[src/rtl/bsg_n_to_1_tagged_fifo.sv]
// bsg_n_to_1_tagged_fifo
// Merges num_in_p ready/valid input channels onto one valid/yumi stream.
// Each output word carries the index of its source channel as a tag.
// Each channel is either buffered by a small private FIFO or, when its bit
// in unbuffered_mask_p is set, passed straight through to the arbiter.
// A locked round-robin arbiter keeps tag_o/data_o stable until yumi_i.
// Optional feature macro: BSG_N_TO_1_TAGGED_FIFO_COUNTERS_EN adds the
// per-channel saturating sent_count_o counters.

`ifndef BSG_SAFE_CLOG2
`define BSG_SAFE_CLOG2(x) (((x) == 1) ? 1 : $clog2(x))
`endif

// Small circular-buffer FIFO with no bypass: a word written at one edge is
// visible on v_o/data_o only after that edge. A full FIFO stays not-ready
// even in a cycle in which it is being dequeued.
module bsg_fifo_1r1w_small #(
    parameter int width_p = 8,
    parameter int els_p   = 2
) (
    input  logic               clk_i,
    input  logic               reset_i,
    input  logic               v_i,
    output logic               ready_o,
    input  logic [width_p-1:0] data_i,
    output logic               v_o,
    output logic [width_p-1:0] data_o,
    input  logic               yumi_i
);

    localparam int ptr_width_lp = `BSG_SAFE_CLOG2(els_p);
    localparam logic [ptr_width_lp-1:0] last_ptr_lp = ptr_width_lp'(els_p - 1);

    logic [els_p-1:0][width_p-1:0] mem_q;
    logic [ptr_width_lp-1:0]       wPtr_q, wPtr_d, wPtrNext;
    logic [ptr_width_lp-1:0]       rPtr_q, rPtr_d, rPtrNext;
    logic                          full_q, full_d;
    logic                          empty;
    logic                          enq;
    logic                          deq;

    assign empty   = (wPtr_q == rPtr_q) && !full_q;
    assign enq     = v_i && !full_q;
    assign deq     = yumi_i && !empty;
    assign ready_o = !full_q;
    assign v_o     = !empty;
    assign data_o  = mem_q[rPtr_q];

    // Pointer advance with explicit wrap so non-power-of-two depths work.
    always_comb begin
        wPtrNext = (wPtr_q == last_ptr_lp) ? '0 : wPtr_q + 1'b1;
        rPtrNext = (rPtr_q == last_ptr_lp) ? '0 : rPtr_q + 1'b1;
    end

    // Next-state for pointers and the full flag; enq+deq together keeps occupancy.
    always_comb begin
        wPtr_d = wPtr_q;
        rPtr_d = rPtr_q;
        full_d = full_q;
        if (enq) begin
            wPtr_d = wPtrNext;
        end
        if (deq) begin
            rPtr_d = rPtrNext;
        end
        if (enq && !deq) begin
            full_d = (wPtrNext == rPtr_q);
        end else if (deq && !enq) begin
            full_d = 1'b0;
        end
    end

    // Pointer and full-flag registers, synchronously cleared.
    always_ff @(posedge clk_i) begin
        if (reset_i) begin
            wPtr_q <= '0;
            rPtr_q <= '0;
            full_q <= 1'b0;
        end else begin
            wPtr_q <= wPtr_d;
            rPtr_q <= rPtr_d;
            full_q <= full_d;
        end
    end

    // Storage array; contents are don't-care until written.
    always_ff @(posedge clk_i) begin
        if (enq) begin
            mem_q[wPtr_q] <= data_i;
        end
    end

endmodule

module bsg_n_to_1_tagged_fifo #(
    // Default values only; width_p and els_p are meant to be overridden.
    parameter int                       width_p           = 8,
    parameter int                       num_in_p          = 1,
    parameter int                       els_p             = 2,
    parameter logic [num_in_p-1:0]      unbuffered_mask_p = '0,
    localparam int                      tag_width_lp      = `BSG_SAFE_CLOG2(num_in_p)
) (
    input  logic                                clk_i,
    input  logic                                reset_n_i,
    input  logic [num_in_p-1:0]                 v_i,
    input  logic [num_in_p-1:0][width_p-1:0]    data_i,
    output logic [num_in_p-1:0]                 ready_o,
    output logic                                v_o,
    output logic [tag_width_lp-1:0]             tag_o,
    output logic [width_p-1:0]                  data_o,
    input  logic                                yumi_i
`ifdef BSG_N_TO_1_TAGGED_FIFO_COUNTERS_EN
    ,output logic [num_in_p-1:0][15:0]          sent_count_o
`endif
);

    typedef enum logic {
        eIdle   = 1'b0,
        eLocked = 1'b1
    } lockState_e;

    localparam logic [tag_width_lp-1:0] last_idx_lp = tag_width_lp'(num_in_p - 1);

    lockState_e                         state_q, state_d;
    logic [tag_width_lp-1:0]            lockIdx_q, lockIdx_d;
    logic [tag_width_lp-1:0]            rrPtr_q, rrPtr_d;
    logic                               justReset_q;
    logic                               outEnable;
    logic [num_in_p-1:0]                headV;
    logic [num_in_p-1:0][width_p-1:0]   headData;
    logic [num_in_p-1:0]                reqV;
    logic [tag_width_lp-1:0]            grantIdx;
    logic [tag_width_lp-1:0]            rrGrant;

    // Outputs and buffered readies are held off during reset and the cycle after it.
    assign outEnable = reset_n_i && !justReset_q;

    // Remembers that the previous edge was a reset edge.
    always_ff @(posedge clk_i) begin
        if (!reset_n_i) begin
            justReset_q <= 1'b1;
        end else begin
            justReset_q <= 1'b0;
        end
    end

    // Per-channel head: either a private FIFO or the raw input.
    for (genvar i = 0; i < num_in_p; i++) begin : gChan
        localparam logic [tag_width_lp-1:0] idx_lp = tag_width_lp'(i);
        if (unbuffered_mask_p[i]) begin : gUnbuffered
            assign headV[i]    = v_i[i];
            assign headData[i] = data_i[i];
            assign ready_o[i]  = yumi_i && (grantIdx == idx_lp);
        end else begin : gBuffered
            logic fifoReady;
            bsg_fifo_1r1w_small #(
                .width_p (width_p),
                .els_p   (els_p)
            ) fifo (
                .clk_i   (clk_i),
                .reset_i (~reset_n_i),
                .v_i     (v_i[i] && ready_o[i]),
                .ready_o (fifoReady),
                .data_i  (data_i[i]),
                .v_o     (headV[i]),
                .data_o  (headData[i]),
                .yumi_i  (yumi_i && (grantIdx == idx_lp))
            );
            assign ready_o[i] = fifoReady && outEnable;
        end
    end

    assign reqV = headV & {num_in_p{outEnable}};

    // Round-robin pick: first requester at or after the pointer, with wrap.
    always_comb begin
        logic [2*num_in_p-1:0] rotated;
        int                    offset;
        int                    sum;
        rotated = {reqV, reqV} >> rrPtr_q;
        offset  = 0;
        for (int k = num_in_p - 1; k >= 0; k--) begin
            if (rotated[k]) begin
                offset = k;
            end
        end
        sum = int'(rrPtr_q) + offset;
        if (sum >= num_in_p) begin
            sum = sum - num_in_p;
        end
        rrGrant = tag_width_lp'(sum);
    end

    // While locked the grant is pinned so tag/data cannot change under the consumer.
    always_comb begin
        grantIdx = rrGrant;
        v_o      = |reqV;
        if (state_q == eLocked) begin
            grantIdx = lockIdx_q;
            v_o      = reqV[lockIdx_q];
        end
    end

    assign tag_o  = grantIdx;
    assign data_o = headData[grantIdx];

    // Lock FSM and round-robin pointer next-state.
    always_comb begin
        state_d   = state_q;
        lockIdx_d = lockIdx_q;
        rrPtr_d   = rrPtr_q;
        case (state_q)
            eIdle: begin
                if (v_o && !yumi_i) begin
                    state_d   = eLocked;
                    lockIdx_d = grantIdx;
                end
            end
            eLocked: begin
                if (yumi_i) begin
                    state_d = eIdle;
                end
            end
            default: begin
                state_d = eIdle;
            end
        endcase
        if (yumi_i) begin
            rrPtr_d = (grantIdx == last_idx_lp) ? '0 : grantIdx + 1'b1;
        end
    end

    // Arbiter state registers.
    always_ff @(posedge clk_i) begin
        if (!reset_n_i) begin
            state_q   <= eIdle;
            lockIdx_q <= '0;
            rrPtr_q   <= '0;
        end else begin
            state_q   <= state_d;
            lockIdx_q <= lockIdx_d;
            rrPtr_q   <= rrPtr_d;
        end
    end

`ifdef BSG_N_TO_1_TAGGED_FIFO_COUNTERS_EN
    logic [num_in_p-1:0][15:0] sentCount_q, sentCount_d;

    // Count consumed words per channel, saturating at all-ones.
    always_comb begin
        sentCount_d = sentCount_q;
        for (int i = 0; i < num_in_p; i++) begin
            if (yumi_i && (grantIdx == tag_width_lp'(i)) && (sentCount_q[i] != 16'hFFFF)) begin
                sentCount_d[i] = sentCount_q[i] + 16'd1;
            end
        end
    end

    // Counter registers.
    always_ff @(posedge clk_i) begin
        if (!reset_n_i) begin
            sentCount_q <= '0;
        end else begin
            sentCount_q <= sentCount_d;
        end
    end

    assign sent_count_o = sentCount_q;
`endif

endmodule

[config.mk]
export PLATFORM = sky130hd
export DESIGN_NAME = bsg_n_to_1_tagged_fifo
export DESIGN_NICKNAME = d
export VERILOG_FILES = /design/src/rtl/bsg_n_to_1_tagged_fifo.sv
export SDC_FILE = /design/constraint.sdc
export NUM_CORES = 1
export LEC_CHECK = 0
export ABC_AREA = 0
export ABC_CLOCK_PERIOD_IN_PS = 2700
export CORE_MARGIN = 1
export CORE_UTILIZATION = 41
export CTS_BUF_LIST = sky130_fd_sc_hd__clkbuf_8 sky130_fd_sc_hd__clkbuf_16
export DETAILED_ROUTE_END_ITERATION = 10
export GPL_TIMING_DRIVEN = 0
export PLACE_DENSITY_LB_ADDON = 0.12
export SYNTH_ARGS = -nofsm -noshare
export SYNTH_HDL_FRONTEND = slang
export SYNTH_SLANG_ARGS = --single-unit
[constraint.sdc]
create_clock -name clk_i -period 2.7 [get_ports clk_i]
set_input_delay 0.675 -clock clk_i [delete_from_list [all_inputs] [get_ports clk_i]]
set_output_delay 0.675 -clock clk_i [all_outputs]
set_load 0.01 [all_outputs]
==> results.md, run 1 <==
- Status: completed
- Post-CTS Resized: 2
- Yosys warns: 0
- Share of cells above drive strength 1: 0.183
- Total net switching power: approximately 0.00012 W
- H-Tree Depth: 1
- Hold Crit Depth: 1
- Kind of critical path: in -> out
- Post-CTS Hold Buffers: 0
- Static Leak: a little over 0.4 nW
- Crit path max fanout: 6
- Clock transition at path regs: 0.07 ns
- Setup bufs post-CTS: 0
- CP arrival: around 1.8 ns
- Max-cap violations: 0
- CP Cell Sequence: clkdlybuf4s50_1 > inv_1 > nor3_1 > dlygate4sd2_1
- Final setup viols: 0
- Slew headroom: 0.750
- Type of origin of the critical path: input pin
- Clock power share: 0.308
- Slowest-stage cell, CP: clkdlybuf4s50_1
- Int Power: 0.000509 W
- I/O Buffers: 22
- NumNets Final: 96
- Power per cell area: 542 nW/um2
- Area Growth Syn to Fin: 34.2%
- Worst VDD drop: about 0.42 mV
- Crit path depth: 4
- Slowest stage delay, CP: approximately 0.52 ns
- Final Max Tran Viols: 0
- RSZ-0062 raised after global routing: no
- Post-synthesis instance total: 56
- Routed WL: ~1300 um
- Initial antenna violation count: 0
- Post-Syn Area: 866 um2
- Critical Path End Type: output pin
- Sw frac: 0.193
- CTS tree: done
- Grt ovf: 0
- Post-synthesis cell type count: 23
- Cells on worst reg2reg path: 5
- Yosys reg bits: 22
- Worst-Margin Slew: 0.372 ns
- Drt wl/cell: around 12 um
- TNS Setup: 0 ns
- Fin cells: about 110
- Fmax: 407 MHz
- # DRC: 0
- Worst Path Required: about 2.0 ns
- Worst Path Buf+Inv: 3
- Ports: 23
- Die Span X: approximately 48 um
- Global-route wire length before repair: 2060 um
- Crit path max-delay family: buffers and inverters
- Vias in the first global route: roughly 480
- # rows: 16
- DR iter-0 viols: 8
- CORE AREA: between 1500 and 2000 um2
- Vias per cell: 4.72
- Clk buf depth: 2
- DR vias: around 500
- GPL Wtd Cong: 0.700
- Half-perimeter wire length after placement: around 920 um
- Placed Cells: 105
- Die Ht: between 40 and 50 um
- Fin crit share: 0.911
- ANT cells: 0
- Final ANT Viol Nets: 0
- GRT Util Overall: 0.132
- Hold Fails Final Rpt: 0
- DR pass1 iterations: 2
- CTS Buf Count: 3
- # clock sinks: 22
- Largest net degree at the start of global routing: 13
- Die area: between 2000 and 2500 um2
- Synth Area per Inst: approximately 15 um2
- Initial Utilization: 0.437
- Seq pwr share: 0.594
- Clk_lat worst skew: roughly 0.25 ns
- Worst Skew: around 0.0012 ns
- Seq/Total Area, Yosys: 0.694
- Root Driver: clkbuf_8
- Worst Hold Class: reg -> reg
- Post-Syn Nets: 69
- Comb power frac: 0.098
- Minimum clock period: 2.46 ns
registers in the layout, summed over array words and instances, names as in the netlist:
signal                       count
gChan.gBuffered.fifo.wPtr_q      1
justReset_q                      1
state_q                          1
gChan.gBuffered.fifo.rPtr_q      1
gChan.gBuffered.fifo.mem_q      16
gChan.gBuffered.fifo.full_q      1
lockIdx_q                        1
cells in the final DEF, fill, tap and decap left out, drive strengths merged, types with 2 or more instances in the layout:
| cell type | n |
|---|---|
| clkdlybuf4s50 | 20 |
| edfxtp | 16 |
| mux2 | 8 |
| dfxtp | 6 |
| nand3b | 3 |
| clkbuf | 3 |
| inv | 2 |
| nor3 | 2 |
| o21bai | 2 |
| nand2 | 2 |
| dlygate4sd2 | 2 |
| and2 | 2 |
worst reg2reg max path: cells and delay by family (launching register included):
kind | cells | cell delay (ns)
DFF | 1 | 0.34
AOI/OAI and AO/OA | 3 | 0.66
and+or+nand+nor | 1 | 0.16
adders and majority gates | 1 | 0.33
per-layer routing:
metal	share of wire	GRT usage	vias to the layer above
met5	0	0	-
met4	0	0.0333	0
met3	0.028	0.0226	0
met2	0.51	0.230	11
met1	0.46	0.169	240
li1	-	-	264
cell usage after synthesis, drive strengths merged:
master,instances,area (um2)
a211oi,1,7.51
a21boi,1,7.51
a21oi,1,5.00
a31oi,1,6.26
and2,2,13.8
and2b,1,8.76
and4bb,1,12.5
buf,1,5.00
dfxtp,6,120
edfxtp,16,480
ha,1,12.5
inv,2,7.51
mux2,8,90.1
nand2,2,7.51
nand2b,1,6.26
nand3b,3,22.5
nor2,1,3.75
nor3,2,10.0
o21ai,1,5.00
o21bai,2,15.0
o311a,1,10.0
xor2,1,8.76
power groups by stage:
| stage | combinational [W] | clock, W | sequential (W) |
|---|---|---|---|
| finish | 0.0000616 | 0.000194 | 0.000375 |
| detailed placement | 0.0000631 | 0 | 0.000382 |
| global route | 0.0000676 | 0.000211 | 0.000376 |
| floorplan | 0.0000275 | 0 | 0.000381 |
| CTS | 0.0000624 | 0.000199 | 0.000375 |
| global placement | 0.0000622 | 0 | 0.000382 |
cells by family (layout without fill, tap and decap cells):
| logic type | count (synthesis) | in the layout | share of synthesized area |
|---|---|---|---|
| buffers and inverters | 3 | 29 | 0.0144 |
| and+or+nand+nor | 13 | 13 | 0.0983 |
| adders and majority gates | 1 | 1 | 0.0144 |
| xor gates and xnor gates | 1 | 1 | 0.0101 |
| AOI/OAI and AO/OA | 8 | 8 | 0.0650 |
| DFF | 22 | 22 | 0.694 |
| muxes | 8 | 8 | 0.104 |
through the flow:
| stage | setup WS [ns] | hold WS (ns) | utilization | cell area, um2 | power, W |
|---|---|---|---|---|---|
| after floorplan | 0.970 | 0.433 | - | 866 | 0.000409 |
| after global placement | -0.0589 | 0.441 | 0.565 | 1120 | 0.000444 |
| after detailed placement | -0.0451 | 0.465 | 0.565 | 1120 | 0.000445 |
| after CTS | 0.237 | 0.478 | 0.586 | 1160 | 0.000636 |
| after global routing | 0.124 | 0.507 | 0.586 | 1160 | 0.000655 |
| final | 0.241 | 0.477 | 0.586 | 1160 | 0.000630 |
area by class of cell:
cell class | instances | area [um2]
buffer | 1 | 5.00
sequential | 22 | 601
fill | 160 | 820
clock inverter | 1 | 3.75
clock buffer | 3 | 41.3
timing repair buffer | 22 | 218
inverter | 2 | 7.51
multi-input combinational | 31 | 253
tap | 27 | 33.8
final timing paths:
path	from	slack, ns	endpoint
worst min-delay path	lockIdx_q$_SDFFE_PN0P_	0.48	lockIdx_q$_SDFFE_PN0P_
worst max-delay path	reset_n_i	0.24	v_o
worst min register to register	lockIdx_q$_SDFFE_PN0P_	0.48	lockIdx_q$_SDFFE_PN0P_
worst max register to register	state_q$_SDFF_PN0_	1.15	gChan[0].gBuffered.fifo.full_q$_SDFFE_PN0P_
Power figures use the tool's default switching activity.
==> run 2, diff against run 1 <==
- GPL_ROUTABILITY_DRIVEN: not set -> 0
==> results of run 2 <==
Same layout as run 1: the final DEF is identical, and so are final timing and power.
==> run 3, diff against run 2 <==
- ABC_AREA: 0 -> not set
==> results of run 3 <==
Same layout as run 1: the final DEF is identical, and so are final timing and power.
